$ cat src/rtl/pc_unit_if.sv
// pc_unit_if: groups the control inputs and status outputs of pc_unit.
// Optional build macro: PC_ALIGN_CHECK_EN adds the misalign status signal.
//
// Handshake: there is no valid/ready pair. pcWEN is a level-sensitive update
// enable sampled on every rising edge. 1 = advance (PC and RAS may change),
// 0 = stall (everything holds). halt is sampled only when pcWEN=1.
interface pc_unit_if #(
  parameter int WIDTH = 32
);
  logic             pcWEN;
  logic             halt;
  logic [1:0]       pc_sel;
  logic [WIDTH-1:0] branch_target;
  logic [WIDTH-1:0] jump_target;
  logic [WIDTH-1:0] jr_target;
  logic             ras_push;
  logic             ras_pop;
  logic [WIDTH-1:0] pc_out;
  logic [WIDTH-1:0] pc_plus_inc;
  logic             ras_empty;
  logic             ras_full;
  logic             ras_overflow;
  logic             ras_underflow;
  logic             halted;
`ifdef PC_ALIGN_CHECK_EN
  logic             misalign;
`endif

  // Control side: drives requests, observes PC and status.
  modport master (
    output pcWEN, halt, pc_sel, branch_target, jump_target, jr_target,
           ras_push, ras_pop,
    input  pc_out, pc_plus_inc, ras_empty, ras_full, ras_overflow,
           ras_underflow, halted
`ifdef PC_ALIGN_CHECK_EN
    , input misalign
`endif
  );

  // PC unit side.
  modport slave (
    input  pcWEN, halt, pc_sel, branch_target, jump_target, jr_target,
           ras_push, ras_pop,
    output pc_out, pc_plus_inc, ras_empty, ras_full, ras_overflow,
           ras_underflow, halted
`ifdef PC_ALIGN_CHECK_EN
    , output misalign
`endif
  );
endinterface

$ cat src/rtl/pc_unit.sv
// pc_unit: architectural program counter with next-PC selection
// (sequential / branch / jump / jump-register), stall, sticky halt and a
// circular return-address stack (RAS) for call/return prediction.
// Optional build macro: PC_ALIGN_CHECK_EN -- rejects next-PC values that are
// not a multiple of INC, raising a sticky misalign flag and halting.
module pc_unit #(
  parameter int               WIDTH     = 32,
  parameter logic [WIDTH-1:0] RESET_PC  = '0,
  parameter int               INC       = 4,
  parameter int               RAS_DEPTH = 4
) (
  input logic       CLK,
  input logic       RST,
  pc_unit_if.slave  bus
);

  localparam int               PW      = $clog2(RAS_DEPTH);
  localparam int               CW      = $clog2(RAS_DEPTH + 1);
  localparam logic [WIDTH-1:0] INC_W   = WIDTH'(INC);
  localparam logic [CW-1:0]    DEPTH_C = CW'(RAS_DEPTH);

  // Architectural state
  logic [WIDTH-1:0] r_pc;
  logic [WIDTH-1:0] r_ras [RAS_DEPTH];
  logic [PW-1:0]    r_top;
  logic [CW-1:0]    r_count;
  logic             r_ovf;
  logic             r_unf;
  logic             r_halted;

  // Decoded control
  logic             w_act;
  logic             w_commit;
  logic             w_pop_req;
  logic             w_pop_ok;
  logic             w_empty;
  logic             w_full;
  logic [WIDTH-1:0] w_link;
  logic [WIDTH-1:0] w_next_pc;
  logic [PW-1:0]    w_top_inc;
  logic [PW-1:0]    w_top_dec;

  assign w_act     = bus.pcWEN & ~r_halted;
  assign w_link    = r_pc + INC_W;          // wraps modulo 2^WIDTH
  assign w_empty   = (r_count == '0);
  assign w_full    = (r_count == DEPTH_C);
  // A pop only means something together with the jr/return source.
  assign w_pop_req = bus.ras_pop & (bus.pc_sel == 2'b11);
  assign w_pop_ok  = w_pop_req & ~w_empty;
  // RAS_DEPTH is a power of two, so the pointer wraps naturally.
  assign w_top_inc = r_top + PW'(1);
  assign w_top_dec = r_top - PW'(1);

  // Next-PC source selection; an empty-stack return falls back to jr_target.
  always_comb begin
    w_next_pc = w_link;
    case (bus.pc_sel)
      2'b00:   w_next_pc = w_link;
      2'b01:   w_next_pc = bus.branch_target;
      2'b10:   w_next_pc = bus.jump_target;
      default: w_next_pc = w_pop_ok ? r_ras[r_top] : bus.jr_target;
    endcase
  end

`ifdef PC_ALIGN_CHECK_EN
  logic w_misaligned;
  logic r_misalign;

  // A misaligned target blocks the whole update: neither PC nor RAS change.
  assign w_misaligned = ((w_next_pc % INC_W) != '0);
  assign w_commit     = w_act & ~w_misaligned;
  assign bus.misalign = r_misalign;

  // Sticky misalign flag, cleared only by reset.
  always_ff @(posedge CLK or posedge RST) begin
    if (RST)                       r_misalign <= 1'b0;
    else if (w_act & w_misaligned) r_misalign <= 1'b1;
  end
`else
  assign w_commit = w_act;
`endif

  // Program counter register: loads the selected source on a committed edge.
  always_ff @(posedge CLK or posedge RST) begin
    if (RST)           r_pc <= RESET_PC;
    else if (w_commit) r_pc <= w_next_pc;
  end

  // Sticky halt: the edge that sees halt still updates the PC, then it freezes.
  always_ff @(posedge CLK or posedge RST) begin
    if (RST) begin
      r_halted <= 1'b0;
    end else begin
      if (w_act & bus.halt) r_halted <= 1'b1;
`ifdef PC_ALIGN_CHECK_EN
      if (w_act & w_misaligned) r_halted <= 1'b1;
`endif
    end
  end

  // Return-address stack: circular buffer, top points at the newest entry.
  // When full, top+1 is the oldest entry, so a push simply overwrites it.
  always_ff @(posedge CLK or posedge RST) begin
    if (RST) begin
      for (int i = 0; i < RAS_DEPTH; i++) r_ras[i] <= '0;
      r_top   <= '0;
      r_count <= '0;
      r_ovf   <= 1'b0;
      r_unf   <= 1'b0;
    end else if (w_commit) begin
      if (bus.ras_push && w_pop_ok) begin
        // Call and return together: target was the old top, link replaces it.
        r_ras[r_top] <= w_link;
      end else if (bus.ras_push) begin
        r_ras[w_top_inc] <= w_link;
        r_top            <= w_top_inc;
        if (!w_full) r_count <= r_count + CW'(1);
        else         r_ovf   <= 1'b1;
      end else if (w_pop_ok) begin
        r_top   <= w_top_dec;
        r_count <= r_count - CW'(1);
      end
      if (w_pop_req && w_empty) r_unf <= 1'b1;
    end
  end

  assign bus.pc_out        = r_pc;
  assign bus.pc_plus_inc   = w_link;
  assign bus.ras_empty     = w_empty;
  assign bus.ras_full      = w_full;
  assign bus.ras_overflow  = r_ovf;
  assign bus.ras_underflow = r_unf;
  assign bus.halted        = r_halted;

endmodule

$ cat src/flat_wrapper.sv
// flat-port wrapper written by rule: the top's interface ports become plain ports
module pc_unit_flat 
#(
  parameter int               WIDTH     = 32,
  parameter logic [WIDTH-1:0] RESET_PC  = '0,
  parameter int               INC       = 4,
  parameter int               RAS_DEPTH = 4
)
  (CLK, RST, bus_pcWEN, bus_halt, bus_pc_sel, bus_branch_target, bus_jump_target, bus_jr_target, bus_ras_push, bus_ras_pop, bus_pc_out, bus_pc_plus_inc, bus_ras_empty, bus_ras_full, bus_ras_overflow, bus_ras_underflow, bus_halted);
  pc_unit_if #(.WIDTH(WIDTH)) bus_i ();
  input logic CLK;
  input logic RST;
  input wire logic [$bits(bus_i.pcWEN)-1:0] bus_pcWEN;
  input wire logic [$bits(bus_i.halt)-1:0] bus_halt;
  input wire logic [$bits(bus_i.pc_sel)-1:0] bus_pc_sel;
  input wire logic [$bits(bus_i.branch_target)-1:0] bus_branch_target;
  input wire logic [$bits(bus_i.jump_target)-1:0] bus_jump_target;
  input wire logic [$bits(bus_i.jr_target)-1:0] bus_jr_target;
  input wire logic [$bits(bus_i.ras_push)-1:0] bus_ras_push;
  input wire logic [$bits(bus_i.ras_pop)-1:0] bus_ras_pop;
  output wire logic [$bits(bus_i.pc_out)-1:0] bus_pc_out;
  output wire logic [$bits(bus_i.pc_plus_inc)-1:0] bus_pc_plus_inc;
  output wire logic [$bits(bus_i.ras_empty)-1:0] bus_ras_empty;
  output wire logic [$bits(bus_i.ras_full)-1:0] bus_ras_full;
  output wire logic [$bits(bus_i.ras_overflow)-1:0] bus_ras_overflow;
  output wire logic [$bits(bus_i.ras_underflow)-1:0] bus_ras_underflow;
  output wire logic [$bits(bus_i.halted)-1:0] bus_halted;
  assign bus_i.pcWEN = bus_pcWEN;
  assign bus_i.halt = bus_halt;
  assign bus_i.pc_sel = bus_pc_sel;
  assign bus_i.branch_target = bus_branch_target;
  assign bus_i.jump_target = bus_jump_target;
  assign bus_i.jr_target = bus_jr_target;
  assign bus_i.ras_push = bus_ras_push;
  assign bus_i.ras_pop = bus_ras_pop;
  assign bus_pc_out = bus_i.pc_out;
  assign bus_pc_plus_inc = bus_i.pc_plus_inc;
  assign bus_ras_empty = bus_i.ras_empty;
  assign bus_ras_full = bus_i.ras_full;
  assign bus_ras_overflow = bus_i.ras_overflow;
  assign bus_ras_underflow = bus_i.ras_underflow;
  assign bus_halted = bus_i.halted;
  pc_unit #(.WIDTH(WIDTH), .RESET_PC(RESET_PC), .INC(INC), .RAS_DEPTH(RAS_DEPTH)) u_core (.CLK(CLK), .RST(RST), .bus(bus_i));
endmodule
$ cat config.mk
export PLATFORM = sky130hd
export DESIGN_NAME = pc_unit_flat
export DESIGN_NICKNAME = d
export VERILOG_FILES = /design/src/rtl/pc_unit_if.sv /design/src/rtl/pc_unit.sv /design/src/flat_wrapper.sv
export SDC_FILE = /design/constraint.sdc
export NUM_CORES = 1
export LEC_CHECK = 0
export ABC_AREA = 1
export CORE_MARGIN = 8
export CORE_UTILIZATION = 54
export CTS_BUF_LIST = sky130_fd_sc_hd__clkbuf_16
export DETAILED_ROUTE_END_ITERATION = 8
export PLACE_DENSITY_LB_ADDON = 0.2
export SYNTH_ARGS = -nofsm -noshare
export SYNTH_HDL_FRONTEND = slang
export SYNTH_SLANG_ARGS = --single-unit
$ cat constraint.sdc
create_clock -name CLK -period 5.6 [get_ports CLK]
set_input_delay 0.56 -clock CLK [delete_from_list [all_inputs] [get_ports CLK]]
set_output_delay 0.56 -clock CLK [all_outputs]
set_load 0.03 [all_outputs]
==> results.yml, run 1 <==
outcome:
  status: "completed"
timing:
  slew_viol_final: 0
  rsz0062_at_grt: "false"
  max_freq_mhz: 273
  setup_violations: 0
  tightest_slew_ns: 0.959
  maxSlewHeadroom_pct: 35.6
  fin_crit_ns: 3.66
  fin_skew_ns: 0.0129
  hold_viol: 0
  finalSetupTns_ns: 0
  period_share_pct: 65.4
clocking:
  clkTransAtPathRegs_ns: 0.07
  postCtsResizedCells: 0
  clk_latency_ns: 0.44
  postCtsSetupBuffers: 0
  cts_tree: "built"
  htreeDepth: 4
  cts_buffers: 17
  cts_hold_buf: 0
  cts.sinks: 168
  cts-root-buf: "clkbuf_16"
  clockBufferDepth: 2
floorplanning:
  start_util_pct: 54.3
  coreArea_um2: 17800
  dieArea_um2: 22400
  die_w_um: 150
  fp-row-count: 49
  num_io_pins: 173
  chipHeight_um: 150
drt:
  drtIter0Drc: 981
  wl_per_cell_um: 18.0
  drc: 0
  vias: 9521
  detail-route-antenna-nets: 0
  drtPass1Iterations: 7
  finalWirelength_um: 31000
  via_per_inst: 5.53
worst_hold_path:
  hp-start: "u_core.r_count[2]$_DFFE_PP0P_"
  hold_path_class: "flop to flop"
  hold_end: "u_core.r_count[2]$_DFFE_PP0P_"
  hold-path-cell-count: 1
pwr:
  leakage_uw: 0.00582
  power_uw: 2660
  ir_worst_vdd_uv: 248
  powerDensity_nw_per_um2: 220
finish:
  multi_input_area_um2: 4570
  final_layout_size_suffix_gt1_share_pct: 7.57
  syn_to_final_growth_pct: 25.3
  antennaDiodeCount: 0
  final_nets: 1594
  layout_commonest_cell: "nand2_1"
  ff_latch_area_um2: 4210
  mostFrequentLayoutCells: "413 x nand2_1, 172 x clkdlybuf4s50_1, 167 x dfrtp_1, 155 x o21ai_0, 143 x inv_1"
  fill_cells: 1492
run:
  drv_cap: 0
worst_setup_path:
  crit_arrival_ns: 3.10
  r2r_end: "u_core.r_ras[109]$_DFFE_PP0P_"
  crit_required_ns: 5.04
  rrSetupSlack_ns: 2.35
  end_kind: "output pin"
  path_max_fanout: 9
  start_kind: "flop"
  crit_type: "flop to output pin"
  worstReg2RegStart: "u_core.r_count[0]$_DFFE_PP0P_"
  reg2regPathDepth: 11
logic_synthesis:
  synth_seq_cells: 168
  yosysSeqAreaShare_pct: 43.5
  syn_area_um2: 9660
  synth.distinct_cells: 42
  ys.warnings.count: 0
  postSynthCellCount: 1342
  avgSynthCellArea_um2: 7.20
  synthesis.nets: 1456
placed_design:
  dpl.hpwl_um: 22300
  gp_congestion: 0.959
  portBuffers: 172
global_routing:
  gr-total-overflow: 0
  grt_pass1_wl_um: 49100
  grt.total_usage_pct: 28.1
  grt_max_degree: 77
  grt_pass1_vias: 9074
  antenna_found_initial: 0
==> worst max path at each step <==
stage	start	cells after the start	slack, ns	endpoint
after CTS	u_core.bus.pc_out[2]$_DFFE_PP0P_	9	2.00	bus_pc_plus_inc[26]
after global placement	bus_pc_sel[0]	12	1.80	u_core.r_ras[118]$_DFFE_PP0P_
after floorplan	RST	1	0.49	u_core.bus.halted$_DFFE_PP0P_
after detailed placement	bus_pc_sel[1]	11	1.59	u_core.r_ras[116]$_DFFE_PP0P_
final	u_core.bus.pc_out[2]$_DFFE_PP0P_	4	1.94	bus_pc_plus_inc[6]
after global routing	bus_pc_sel[1]	12	1.63	u_core.r_ras[109]$_DFFE_PP0P_
==> layout make-up <==
cell class,count,share of cell area [%]
tap,229,2.37
multi-input combinational,954,37.7
timing repair buffer,187,15.2
sequential,168,34.7
clock inverter,15,1.75
clock buffer,17,3.51
inverter,152,4.76
==> layer usage <==
metal / GRT usage (%) / routed length [um] / up-vias
met5: 0 / 0 / -
met4: 7.10 / 503 / 0
met2: 41.3 / 13800 / 473
li1: - / - / 4529
met1: 40.1 / 13600 / 4477
met3: 7.62 / 3120 / 42
==> critical path, stage by stage (launching register included) <==
cell             delay [ns]
dfrtp_1                0.61
ha_1                   0.31
nand3_2                0.13
xnor2_1                0.78
clkdlybuf4s50_1        0.83
==> flip-flops by register name (all words and copies together), names as in the netlist <==
| signal | count |
|---|---|
| u_core.bus.ras_overflow | 1 |
| u_core.bus.pc_out | 32 |
| u_core.r_ras | 128 |
| u_core.bus.ras_underflow | 1 |
| u_core.r_count | 3 |
| u_core.bus.halted | 1 |
| u_core.r_top | 2 |
==> power breakdown <==
group / internal (uW) / switching (uW) / total (uW)
registers: 1210 / 0 / 1210
logic: 84.5 / 70.5 / 155
clock network: 758 / 536 / 1290
==> synthesized netlist by cell type <==
| cell | n | share of area, % |
|---|---|---|
| o21ai_2 | 9 | 0.82 |
| nor2_1 | 140 | 5.4 |
| and2_1 | 1 | 0.065 |
| nand3_2 | 2 | 0.21 |
| nand4_1 | 2 | 0.13 |
| nor2_8 | 1 | 0.21 |
| a221oi_1 | 3 | 0.27 |
| nand3b_1 | 4 | 0.31 |
| inv_1 | 143 | 5.6 |
| clkbuf_1 | 25 | 0.97 |
| a21oi_2 | 1 | 0.091 |
| buf_1 | 2 | 0.078 |
| nor2_4 | 7 | 0.82 |
| o21ai_0 | 155 | 8.0 |
| nand3_1 | 67 | 3.5 |
| ha_1 | 9 | 1.2 |
| a31oi_1 | 9 | 0.58 |
| clkbuf_2 | 1 | 0.052 |
| nand3_4 | 1 | 0.18 |
| xor2_2 | 1 | 0.17 |
| buf_2 | 34 | 1.8 |
| a31o_2 | 2 | 0.18 |
| xnor2_1 | 6 | 0.54 |
| a21oi_1 | 15 | 0.78 |
| buf_4 | 4 | 0.31 |
| clkinv_1 | 1 | 0.039 |
| o211ai_1 | 4 | 0.31 |
| nor2_2 | 4 | 0.26 |
| a22o_1 | 23 | 2.1 |
| fa_1 | 1 | 0.21 |
| dfrtp_1 | 168 | 44 |
| nor3_1 | 3 | 0.16 |
| nand2_4 | 3 | 0.35 |
| o22ai_1 | 11 | 0.71 |
| o21bai_1 | 6 | 0.47 |
| nand2_1 | 413 | 16 |
| nand2_2 | 23 | 1.5 |
| o21ai_1 | 23 | 1.2 |
| inv_2 | 7 | 0.27 |
| clkinv_2 | 1 | 0.052 |
| xor2_1 | 5 | 0.45 |
| buf_6 | 2 | 0.23 |
==> metrics by stage <==
| stage | std cells | cell area, um2 | hold WS (ns) | setup slack [ns] | util [%] |
|---|---|---|---|---|---|
| after floorplan | 1342 | 9660 | 0.442 | 0.493 | - |
| after CTS | 1722 | 12100 | 0.485 | 2.00 | 68.1 |
| after global placement | 1690 | 11500 | 0.458 | 1.80 | 64.5 |
| after detailed placement | 1690 | 11500 | 0.468 | 1.59 | 64.5 |
| final | 1722 | 12100 | 0.479 | 1.94 | 68.1 |
| after global routing | 1722 | 12100 | 0.487 | 1.63 | 68.1 |
==> logic make-up after synthesis <==
logic type | after synthesis | synth area share, %
AOI/OAI and AO/OA | 261 | 15.5
adders and majority gates | 10 | 1.37
buffers and inverters | 220 | 9.32
and+or+nand+nor | 671 | 29.1
DFF | 168 | 43.5
xor gates and xnor gates | 12 | 1.17
(Power assumes the default switching activity.)
==> inputs of run 2 (changes only) <==
Settings changed: CORE_UTILIZATION 54 to 48.
Clock period 5.6 ns to 3.22 ns, I/O delays scaled along.
==> run 2 against run 1 <==
Clock skew decreased by 0.0026 ns. Highest routed layer unchanged. Via count barely moved. Design area is 2.0% higher. Combinational power increased by 77%. Sequential share of layout area shrank 0.69 points.
==> results.yml, run 2 (synthesis gave the netlist of run 1 again) <==
pwr:
  ir_worst_vdd_uv: 344
  power_frac_clock_pct: 48.4
  p_seq_share_pct: 45.6
  p_comb_share_pct: 5.9
  powerDensity_nw_per_um2: 374
  switching_share_pct: 22.5
  leakage_uw: 0.00596
  p_int_uw: 3580
  power_uw: 4620
  switchingPower_uw: 1040
finish:
  fin_area_um2: 12400
  mostFrequentLayoutCells: "413 x nand2_1, 167 x dfrtp_1, 166 x clkdlybuf4s50_1, 155 x o21ai_0, 142 x inv_1"
  antennaDiodeCount: 0
  final_nets: 1611
  multi_input_area_um2: 4570
  regMostFlops: "u_core.r_ras"
  fill_cells: 1854
  final_layout_size_suffix_gt1_share_pct: 8.54
  syn_to_final_growth_pct: 27.8
  fin_cells: 1780
  ff_latch_area_um2: 4210
  largest_reg_flops: 128
  layout_commonest_cell: "nand2_1"
run:
  drv_cap: 0
timing:
  tightest_slew_ns: 0.732
  max_freq_mhz: 325
  rsz0062_at_grt: "false"
  fin_skew_ns: 0.0103
  fin_crit_ns: 3.08
  hold_viol: 0
  maxSlewHeadroom_pct: 51.1
  period_share_pct: 95.6
  slew_viol_final: 0
  setup_violations: 0
  finalSetupTns_ns: 0
worst_setup_path:
  cp_slowest_stage_delay_ns: 0.68
  crit_type: "flop to output pin"
  crit_arrival_ns: 2.76
  crit_top_cell: "nand2_1"
  end_kind: "output pin"
  worstPathCellList: "nand2_2, nor2_1, nand2_1, nor2_1, nand2_1, nand2_1, nand2_1, inv_1, clkdlybuf4s50_1"
  crit_required_ns: 2.90
  cpMaxStageDelayCell: "clkdlybuf4s50_1"
  start_kind: "flop"
  path_max_fanout: 6
drt:
  drc: 0
  wl_per_cell_um: 17.7
  vias: 9520
  via_per_inst: 5.35
  drtPass1Iterations: 7
  drtIter0Drc: 855
  detail-route-antenna-nets: 0
  finalWirelength_um: 31600
global_routing:
  grt_max_degree: 57
  top_usage_layer: "met2"
  use_met2_pct: 38.3
  grt.total_usage_pct: 25.7
  grtUsageMet3_pct: 5.92
  gr-total-overflow: 0
  antenna_found_initial: 0
  grt_use_met1_pct: 36.6
  grt_pass1_vias: 8943
  grt_pass1_wl_um: 49300
clocking:
  clockBufferDepth: 2
  postCtsSetupBuffers: 0
  cts_hold_buf: 0
  cts_tree: "built"
  htreeDepth: 4
  cts-root-buf: "clkbuf_16"
  clkTransAtPathRegs_ns: 0.07
  cts.sinks: 168
  clk_latency_ns: 0.44
  cts_buffers: 17
placed_design:
  dp_cells: 1748
  portBuffers: 172
  gp_congestion: 0.922
  dpl.hpwl_um: 23200
  placed_area_um2: 11700
floorplanning:
  fp-row-count: 52
  num_io_pins: 173
  dieArea_um2: 24900
  chipHeight_um: 158
  die_w_um: 158
  coreArea_um2: 20000
  start_util_pct: 48.4
outcome:
  status: "completed"
worst_hold_path:
  hold_path_class: "input pin to async pin"
-- run 2: cell count changes in the layout (fill, tap and decap cells not counted), sizes merged --
| cell | change |
|---|---|
| dlymetal6s2s | +6 |
| buf | +17 |
| clkdlybuf4s50 | -6 |
| inv | -2 |
| clkinv | +2 |
-- run 2: through the flow --
step	hold slack, ns	utilization (%)	setup WS, ns
after detailed placement	0.457	58.6	0.414
after floorplan	0.427	-	0.757
final	0.357	61.8	0.141
after global placement	0.454	58.6	0.527
after global routing	0.402	61.8	0.0146
after CTS	0.377	61.8	0.0483
-- run 2: final cells by class --
cell class	instances	area share, %
multi-input cells	954	37.0
flip-flops and latches	168	34.0
repair buffers	204	16.4
inverters	152	4.66
clock buffers	17	3.44
well taps	270	2.74
clock inverters	15	1.73
-- run 2: repair_timing --
item                       4_1_cts  5_1_grt
hold endpoints to repair         0        0
setup endpoints to repair        0        6
resized for setup                0        6
-- run 2: power groups by stage --
stage | clock, uW | sequential [uW] | combinational, uW
floorplan | 0 | 2150 | 106
global placement | 0 | 2150 | 275
detailed placement | 0 | 2150 | 277
CTS | 2260 | 2110 | 277
global route | 2350 | 2110 | 300
finish | 2240 | 2110 | 274
-- run 2: final timing paths --
| check | start | endpoint | slack (ns) | cells past startpoint |
|---|---|---|---|---|
| min | RST | u_core.r_ras[0]$_DFFE_PP0P_ | 0.36 | 2 |
| min in group CLK | bus_halt | u_core.bus.halted$_DFFE_PP0P_ | 0.42 | 3 |
| max | u_core.bus.pc_out[10]$_DFFE_PP0P_ | bus_pc_plus_inc[23] | 0.14 | 9 |
| max in group asynchronous | RST | u_core.r_ras[116]$_DFFE_PP0P_ | 1.98 | 3 |
| min reg2reg | u_core.r_count[2]$_DFFE_PP0P_ | u_core.r_count[2]$_DFFE_PP0P_ | 0.47 | 1 |
| max reg2reg | u_core.r_count[0]$_DFFE_PP0P_ | u_core.r_ras[77]$_DFFE_PP0P_ | 0.87 | 10 |
-- run 2: per-layer routing --
metal	share of wire, %	routed length [um]
met4	1.7	536
met2	44	14000
met5	0	0
met3	8.9	2810
met1	45	14200
-- run 2: critical path, delay by kind of cell, from the launching register on --
kind | cells | cell delay [ns]
simple gates | 7 | 1.00
buf+inv | 2 | 0.79
flops | 1 | 0.52
